===== config.mk =====
export PLATFORM = sky130hd
export DESIGN_NAME = nmr_bstrm_arb_seq
export DESIGN_NICKNAME = d
export VERILOG_FILES = /design/src/rtl/nmr_bstrm_arb_seq.sv
export SDC_FILE = /design/constraint.sdc
export NUM_CORES = 1
export LEC_CHECK = 0
export ABC_CLOCK_PERIOD_IN_PS = 2360
export CAP_MARGIN = 10
export CORE_ASPECT_RATIO = 0.6
export CORE_MARGIN = 4
export CORE_UTILIZATION = 25
export DETAILED_ROUTE_END_ITERATION = 7
export GPL_TIMING_DRIVEN = 0
export SYNTH_ARGS = -nofsm -noshare
export SYNTH_HDL_FRONTEND = slang
export SYNTH_SLANG_ARGS = --single-unit

===== constraint.sdc =====
create_clock -name CLK -period 2.36 [get_ports CLK]
set_clock_uncertainty 0.05 [all_clocks]
set_input_delay 0.472 -clock CLK [delete_from_list [all_inputs] [get_ports CLK]]
set_output_delay 0.472 -clock CLK [all_outputs]
set_load 0.01 [all_outputs]

===== src/rtl/nmr_bstrm_arb_seq.sv =====
// Sequence controller for the NMR bitstream arbitrary-pulse datapath.
// Streams program words from a sync RAM through a one-entry prefetch.
module nmr_bstrm_arb_seq #(
  parameter int DATA_WIDTH = 20,
  parameter int ADDR_WIDTH = 8
) (
  input  logic                  CLK,
  input  logic                  RST,
  input  logic                  START,
  input  logic                  ABORT,
  input  logic [ADDR_WIDTH-1:0] ADDR_BASE,
  output logic                  BUSY,
  output logic                  DONE,
  output logic                  UNDERRUN,
  output logic                  mem_rd,
  output logic [ADDR_WIDTH-1:0] mem_addr,
  input  logic [DATA_WIDTH+1:0] mem_q,
  output logic                  dp_START,
  input  logic                  dp_DONE,
  output logic [DATA_WIDTH-1:0] data,
  output logic                  pattern_mode,
  output logic                  all_1_mode,
  output logic                  all_0_mode,
  output logic                  end_of_sequence
);

  localparam int WW = DATA_WIDTH + 4;

  localparam logic [2:0] S_IDLE     = 3'd0;
  localparam logic [2:0] S_RD_FIRST = 3'd1;
  localparam logic [2:0] S_LD_FIRST = 3'd2;
  localparam logic [2:0] S_KICK     = 3'd3;
  localparam logic [2:0] S_RUN      = 3'd4;
  localparam logic [2:0] S_FINISH   = 3'd5;

  localparam logic [WW-1:0] EOS_W =
    {4'b1000, {DATA_WIDTH{1'b0}}};

  // word register layout: {eos, pattern, all_1, all_0, data}
  function automatic logic [WW-1:0] dec(
    input logic [DATA_WIDTH+1:0] q
  );
    logic [DATA_WIDTH-1:0] d;
    d = q[DATA_WIDTH-1:0];
    unique case (q[DATA_WIDTH+1:DATA_WIDTH])
      2'b00:   dec = {4'b0001, d};
      2'b01:   dec = {4'b0010, d};
      2'b10:   dec = {4'b0100, d};
      default: dec = EOS_W;
    endcase
  endfunction

  logic [2:0]            state;
  logic [WW-1:0]         word;
  logic [DATA_WIDTH+1:0] pf;
  logic                  pf_valid;
  logic                  pf_pend;
  logic                  abort_go;
  logic                  pf_eos;
  logic                  q_eos;

  assign {end_of_sequence, pattern_mode,
          all_1_mode, all_0_mode, data} = word;

  // abort only matters while a sequence is active and not ending
  assign abort_go = ABORT
                  && (state != S_IDLE)
                  && (state != S_FINISH);

  assign pf_eos = &pf[DATA_WIDTH+1:DATA_WIDTH];
  assign q_eos  = &mem_q[DATA_WIDTH+1:DATA_WIDTH];

  // sequencer, fetch and prefetch control
  always_ff @(posedge CLK) begin
    if (RST) begin
      state    <= S_IDLE;
      word     <= '0;
      pf       <= '0;
      pf_valid <= 1'b0;
      pf_pend  <= 1'b0;
      BUSY     <= 1'b0;
      DONE     <= 1'b0;
      UNDERRUN <= 1'b0;
      mem_rd   <= 1'b0;
      mem_addr <= '0;
      dp_START <= 1'b0;
    end else begin
      DONE     <= 1'b0;
      dp_START <= 1'b0;
      if (abort_go) begin
        word     <= EOS_W;
        mem_rd   <= 1'b0;
        pf_valid <= 1'b0;
        pf_pend  <= 1'b0;
        DONE     <= 1'b1;
        state    <= S_FINISH;
      end else begin
        unique case (state)
          S_IDLE: begin
            if (START && !ABORT) begin
              mem_addr <= ADDR_BASE;
              mem_rd   <= 1'b1;
              BUSY     <= 1'b1;
              UNDERRUN <= 1'b0;
              pf_valid <= 1'b0;
              pf_pend  <= 1'b0;
              state    <= S_RD_FIRST;
            end
          end
          S_RD_FIRST: begin
            mem_rd <= 1'b0;
            state  <= S_LD_FIRST;
          end
          S_LD_FIRST: begin
            word <= dec(mem_q);
            if (q_eos) begin
              DONE  <= 1'b1;
              state <= S_FINISH;
            end else begin
              mem_addr <= mem_addr + 1'b1;
              mem_rd   <= 1'b1;
              dp_START <= 1'b1;
              state    <= S_KICK;
            end
          end
          S_KICK: begin
            mem_rd  <= 1'b0;
            pf_pend <= 1'b1;
            state   <= S_RUN;
          end
          S_RUN: begin
            if (mem_rd) begin
              mem_rd  <= 1'b0;
              pf_pend <= 1'b1;
            end
            if (pf_pend) begin
              pf       <= mem_q;
              pf_valid <= 1'b1;
              pf_pend  <= 1'b0;
            end
            if (dp_DONE) begin
              if (pf_valid) begin
                word     <= dec(pf);
                pf_valid <= 1'b0;
                if (pf_eos) begin
                  DONE  <= 1'b1;
                  state <= S_FINISH;
                end else begin
                  mem_addr <= mem_addr + 1'b1;
                  mem_rd   <= 1'b1;
                end
              end else begin
                word     <= EOS_W;
                UNDERRUN <= 1'b1;
                mem_rd   <= 1'b0;
                pf_valid <= 1'b0;
                pf_pend  <= 1'b0;
                DONE     <= 1'b1;
                state    <= S_FINISH;
              end
            end
          end
          S_FINISH: begin
            BUSY  <= 1'b0;
            state <= S_IDLE;
          end
          default: state <= S_IDLE;
        endcase
      end
    end
  end

endmodule


==> flow_summary.yaml, run 1 <==
run_status:
  status: "completed"
synthesis:
  synthFlopType: "dfxtp_1"
  synth_edf_count: 0
  netlist_area_um2: 2940
  synth_area_leaders: "dfxtp_1 (44%), a21oi_1 (7.5%), nand2_1 (7.4%)"
  seq_area_frac_synth_pct: 43.6
  synthesis.nets: 396
  synth_seq_cells: 64
  synth_commonest_cells: "dfxtp_1 (64), nand2_1 (58), a21oi_1 (44)"
  yosysUniqueCellTypes: 49
  synth_top_area_share_pct: 43.6
  async_reset_ff_share_pct: 0
  synth_cells: 360
  yosys_warnings: 0
  synth.most_common_cell: "dfxtp_1"
  yosysTopAreaCell: "dfxtp_1"
  postSynthAreaPerCell_um2: 8.15
cts:
  cts.path.max_buffers: 2
  cts_num_sinks: 64
  post_cts_buffers: 0
  cts_root_buffer: "clkbuf_16"
  cts_max_level: 3
  clk_pin_slew_ns: 0.05
  postCtsResizedCells: 0
  cts_tree: "yes"
  clk_latency_ns: 0.33
  tritoncts.num_buffers: 9
  cts_hold_buffers: 0
route:
  vias_per_cell: 5.00
  wire_per_inst_um: 15.6
  wl_met1_um: 4500
  wl_met3_um: 789
  post-route-drc-count: 0
  wl_um: 9410
  drt_iter0_markers: 226
  dr_wl_met2_um: 4000
  dr.pass1.iters: 4
  ant_nets: 0
  num_vias: 3021
  top_layer_used: "met4"
timing:
  rsz0062_at_grt: "false"
  hold_viol_final: 0
  setup_tns_ns: 0
  setup_viol: 0
  slew_headroom_pct: 44.9
  min_period_ns: 2.20
  tightest_slew_ns: 0.821
  fin_ws_ns: 0.156
  fin_crit_sh_pct: 93.4
  max_freq_mhz: 454
  slew_viol_final: 0
cells_and_area:
  drive_gt1_share_pct: 7.88
  area_delta_synth_final_pct: 39.9
  post-route-cell-area_um2: 4110
  final_nets: 475
  fill_cells: 1168
  diodes: 0
power:
  p_sw_share_pct: 36.3
  power_density_nw_per_um2: 1130
  pwr-share-clk_pct: 27.6
  p_leak_uw: 0.00134
  power_switching_uw: 1690
  p_int_uw: 2970
  pwr-share-seq_pct: 31.8
  max-vdd-ir-drop_v: 0.000390
  comb_power_share_pct: 40.6
die:
  initial_core_util_pct: 25.8
  io_pins: 72
  coreArea_um2: 11400
  dieHeight_um: 91.9
  die-area_um2: 13600
  row_count: 30
  die-width_um: 148
setup_path:
  worstSetupPathType: "in2reg"
  arrival_ns: 2.40
  cp-end-kind: "register"
  worstPathMaxFanout: 10
  worstPathRequired_ns: 2.56
  cp-start-kind: "input pin"
placed_design:
  dp_hpwl_um: 6810
  port_buffers: 68
  place.gp.congestion: 0.873
  dpl_cell_area_um2: 3820
  dp_worst_setup_slack_ns: -0.232
global_routing:
  grt_overflow_total: 0
  grt_antenna_before_repair: 0
  grt.total_usage_pct: 13.8
  grt_pass1_vias: 2863
  grt_max_degree: 12
  grt_pass1_wl_um: 15000
run:
  max_cap_viol_count: 0
min_path:
  min_path_type: "reg2reg"
[sequential cells by signal, summed over array words and instances (netlist names), 3 cells and up]
name / count
word: 24
pf: 22
mem_addr: 8
state: 3
[stage by stage]
step / instances / hold WS (ns) / total power [µW] / utilization [%]
after floorplan: 360 / 0.386 / 2570 / -
after global placement: 588 / 0.391 / 3330 / 33.6
after detailed placement: 588 / 0.398 / 3380 / 33.6
after CTS: 604 / 0.405 / 4680 / 36.1
after global routing: 604 / 0.418 / 4950 / 36.1
final: 604 / 0.404 / 4660 / 36.1
[layer usage]
| layer | vias up | global-route usage, % |
|---|---|---|
| li1 | 1482 | - |
| met1 | 1415 | 18.9 |
| met2 | 111 | 19.6 |
| met3 | 13 | 5.58 |
| met4 | 0 | 4.84 |
| met5 | - | 0 |
[cell usage in the layout (no fill, tap or decap), types with 3 or more instances in the layout]
cell             Yosys  routed
a21oi_1             44      44
nand2_1             58      58
o21ai_0              9       9
inv_1                6       6
nor2_1              28      28
clkinv_2             0       3
dfxtp_1             64      64
o32ai_1              4       4
a311oi_1             5       5
nor4_1               5       5
buf_1                5       4
clkbuf_1            17      17
nand2b_1             4       4
a22oi_1             20      20
clkdlybuf4s50_1      0      68
or2_1                3       3
nand3_1              4       4
a211oi_1            27      27
clkbuf_16            0       9
buf_2               10      10
nor3_1               5       5
[power by group through the flow]
stage	Sequential, µW	Combinational (µW)	Clock (µW)
finish	1480	1890	1290
global route	1510	2080	1350
CTS	1480	1880	1320
detailed placement	1500	1880	0
global placement	1500	1840	0
floorplan	1560	1010	0
[cells by family (layout without fill, tap and decap cells)]
logic type | Yosys count | after routing | share of synthesized area (%)
AOI/OAI and AO/OA | 127 | 127 | 29.2
xor gates and xnor gates | 2 | 2 | 0.597
adders and majority gates | 1 | 1 | 0.426
buffers and inverters | 38 | 122 | 5.29
DFF | 64 | 64 | 43.6
muxes | 2 | 2 | 0.725
and+or+nand+nor | 126 | 126 | 20.1
[critical path: stages]
cell and delay (ns):
clkdlybuf4s50_1 0.43, clkbuf_1 0.22, or2_1 0.29, o221a_4 0.27
or4_1 0.52, a31oi_1 0.19
[final timing paths]
path              startpoint     endpoint  slack (ns)  cells after the start
setup / recovery       ABORT  mem_addr[0]        0.16                      6
hold / removal         pf[8]        pf[8]        0.40                      2
setup reg to reg    state[2]       pf[13]        0.21                      7
hold reg to reg        pf[8]        pf[8]        0.40                      2
[final cells by class]
| type | instances | area, µm² | share of cell area (%) |
|---|---|---|---|
| repair buffers | 68 | 681 | 16.6 |
| inverters | 6 | 22.5 | 0.548 |
| flip-flops and latches | 64 | 1280 | 31.2 |
| multi-input cells | 258 | 1500 | 36.5 |
| clock inverters | 6 | 60.1 | 1.46 |
| clock buffers | 10 | 229 | 5.57 |
| plain buffers | 32 | 135 | 3.29 |
| well taps | 160 | 200 | 4.87 |
No activity file was read; power rests on OpenSTA's default activity.
==> inputs of run 2 (changes only) <==
--- a/config.mk
+++ b/config.mk
@@ -12,6 +12,7 @@
 export CORE_UTILIZATION = 25
 export DETAILED_ROUTE_END_ITERATION = 7
 export GPL_TIMING_DRIVEN = 0
+export PLACE_DENSITY = 0.45
 export SYNTH_ARGS = -nofsm -noshare
 export SYNTH_HDL_FRONTEND = slang
 export SYNTH_SLANG_ARGS = --single-unit
==> run 2 against run 1 <==
  * Power rose by 3.8%
  * Die area stayed put
  * Core utilization increased by 0.39 points
  * Sequential share of layout area decreased by 0.33 points
  * First-iteration DRC count increased by 22%
  * Clock power up 12%
  * Clock-buffer cell count stayed put
  * Cell count stayed put
  * Sequential power hardly changed
  * Wire length increased by 0.90%
  * Critical path depth is 1 higher
  * Global-route usage grew 0.52 points
  * Critical path type unchanged
==> flow_summary.yaml, run 2 (same netlist as run 1, synthesis figures left out) <==
placed_design:
  port_buffers: 68
  dp_worst_setup_slack_ns: -0.277
  dp_hpwl_um: 6960
  place.gp.congestion: 0.839
global_routing:
  grt_pass1_wl_um: 15400
  grt_pass1_vias: 2854
  grt_antenna_before_repair: 0
  grt_overflow_total: 0
  grt.total_usage_pct: 14.3
  grt_max_degree: 13
cts:
  clk_latency_ns: 0.33
  cts_root_buffer: "clkbuf_16"
  cts_max_level: 3
  tritoncts.num_buffers: 9
  cts_num_sinks: 64
  clk_pin_slew_ns: 0.06
  cts_tree: "yes"
  cts.path.max_buffers: 2
timing:
  rsz0062_at_grt: "false"
  tightest_slew_ns: 0.799
  fin_crit_sh_pct: 91.9
  fin_ws_ns: 0.192
  hold_viol_final: 0
  slew_viol_final: 0
  min_period_ns: 2.17
  slew_headroom_pct: 46.3
  setup_viol: 0
  max_freq_mhz: 461
setup_path:
  worstSetupPathType: "in2reg"
  crit_family: "buffers and inverters"
  slowest_stage: "clkdlybuf4s50_1"
  cpPeakStageDelay_ns: 0.64
  arrival_ns: 2.36
  cp-end-kind: "register"
  worstPathMaxFanout: 10
  path_buf_inv: 3
  timing.critical_path.cells: "clkdlybuf4s50_1, nand3b_1, a21oi_1, buf_2, buf_1, nor2_1, a211oi_1"
  worstPathRequired_ns: 2.56
  r2r_start: "state[0]"
  cp-start-kind: "input pin"
  startpoint: "dp_DONE"
die:
  die-width_um: 148
  die-area_um2: 13600
  row_count: 30
  coreArea_um2: 11400
  initial_core_util_pct: 25.8
  io_pins: 72
  dieHeight_um: 91.9
cells_and_area:
  seq_area_um2: 1280
  final_util_pct: 36.5
  top_register: "word"
  area_delta_synth_final_pct: 41.4
  top_regs: "word x24, pf x22, mem_addr x8"
  final_cell_mix: "clkdlybuf4s50_1 (68), dfxtp_1 (64), nand2_1 (57), a21oi_1 (44), nor2_1 (28)"
  drive_gt1_share_pct: 8.33
  final_nets: 475
  diodes: 0
  final_common_cell: "clkdlybuf4s50_1"
  fill_cells: 1185
  largest_register_ffs: 24
  multi_input_area_um2: 1500
run_status:
  status: "completed"
power:
  max-vdd-ir-drop_v: 0.000377
  p_leak_uw: 0.00136
  power_density_nw_per_um2: 1170
run:
  max_cap_viol_count: 0
route:
  num_vias: 2996
  drt_iter0_markers: 275
  dr.pass1.iters: 5
  wire_per_inst_um: 15.7
  post-route-drc-count: 0
  ant_nets: 0
  vias_per_cell: 4.96
  wl_um: 9500
min_path:
  hold_path_startpoint: "pf[19]"
  min_path_type: "reg2reg"
-- run 2: cell types whose count changed in the layout (fill, tap and decap cells not counted), sizes merged --
cell	delta
buf	+1
bufinv	+1
clkbuf	-1
clkinv	-3
clkinvlp	+1
inv	+1
-- run 2: tightest hold or removal path, delay by kind of cell (launching register included) --
kind | cells | cell delay [ns]
and+or+nand+nor | 1 | 0.05
AOI/OAI and AO/OA | 1 | 0.05
DFF | 1 | 0.30
-- run 2: area by class of cell --
type / count / area share (%)
multi-input combinational: 258 / 36.2
buffer: 32 / 3.25
clock inverter: 6 / 2.20
timing repair buffer: 68 / 16.4
inverter: 6 / 0.542
tap: 160 / 4.82
sequential: 64 / 30.9
clock buffer: 10 / 5.76
-- run 2: per-layer routing --
| layer | GRT usage, % | vias up | part of all wire, % |
|---|---|---|---|
| li1 | - | 1475 | - |
| met5 | 0 | - | 0 |
| met2 | 19.2 | 104 | 40 |
| met1 | 21.5 | 1405 | 51 |
| met3 | 4.40 | 12 | 7.3 |
| met4 | 4.53 | 0 | 1.2 |
-- run 2: path summary, 6_finish.rpt --
check	slack, ns	depth (start not counted)	to
max	0.19	7	word[13]
min	0.40	2	pf[19]
max reg2reg	0.23	6	mem_addr[4]
min reg2reg	0.40	2	pf[19]
-- run 2: through the flow --
stage                     instance area, µm²  power (µW)  TNS (ns)  hold slack [ns]  cells
after global placement                  3820        3390     -7.19            0.392    588
after floorplan                         2940        2570         0            0.386    360
after global routing                    4150        5150         0            0.423    604
final                                   4150        4840         0            0.403    604
after CTS                               4150        4880         0            0.404    604
after detailed placement                3820        3400     -7.42            0.396    588
-- run 2: repair_timing --
item	in CTS	in global routing
buffers inserted	0	0
hold buffers	0	0
resized for setup	0	5
endpoints found under the setup margin	0	30
-- run 2: report_power, final --
part           switching (µW)  internal (µW)
registers                 171           1310
logic                    1050            848
clock network             497            956
total                    1720           3120
==> inputs of run 3 (changes only) <==
--- a/config.mk
+++ b/config.mk
@@ -13,6 +13,7 @@
 export DETAILED_ROUTE_END_ITERATION = 7
 export GPL_TIMING_DRIVEN = 0
 export PLACE_DENSITY = 0.45
+export SLEW_MARGIN = 25
 export SYNTH_ARGS = -nofsm -noshare
 export SYNTH_HDL_FRONTEND = slang
 export SYNTH_SLANG_ARGS = --single-unit
==> results of run 3 <==
No change in the layout: final DEF, timing and power equal those of run 2.
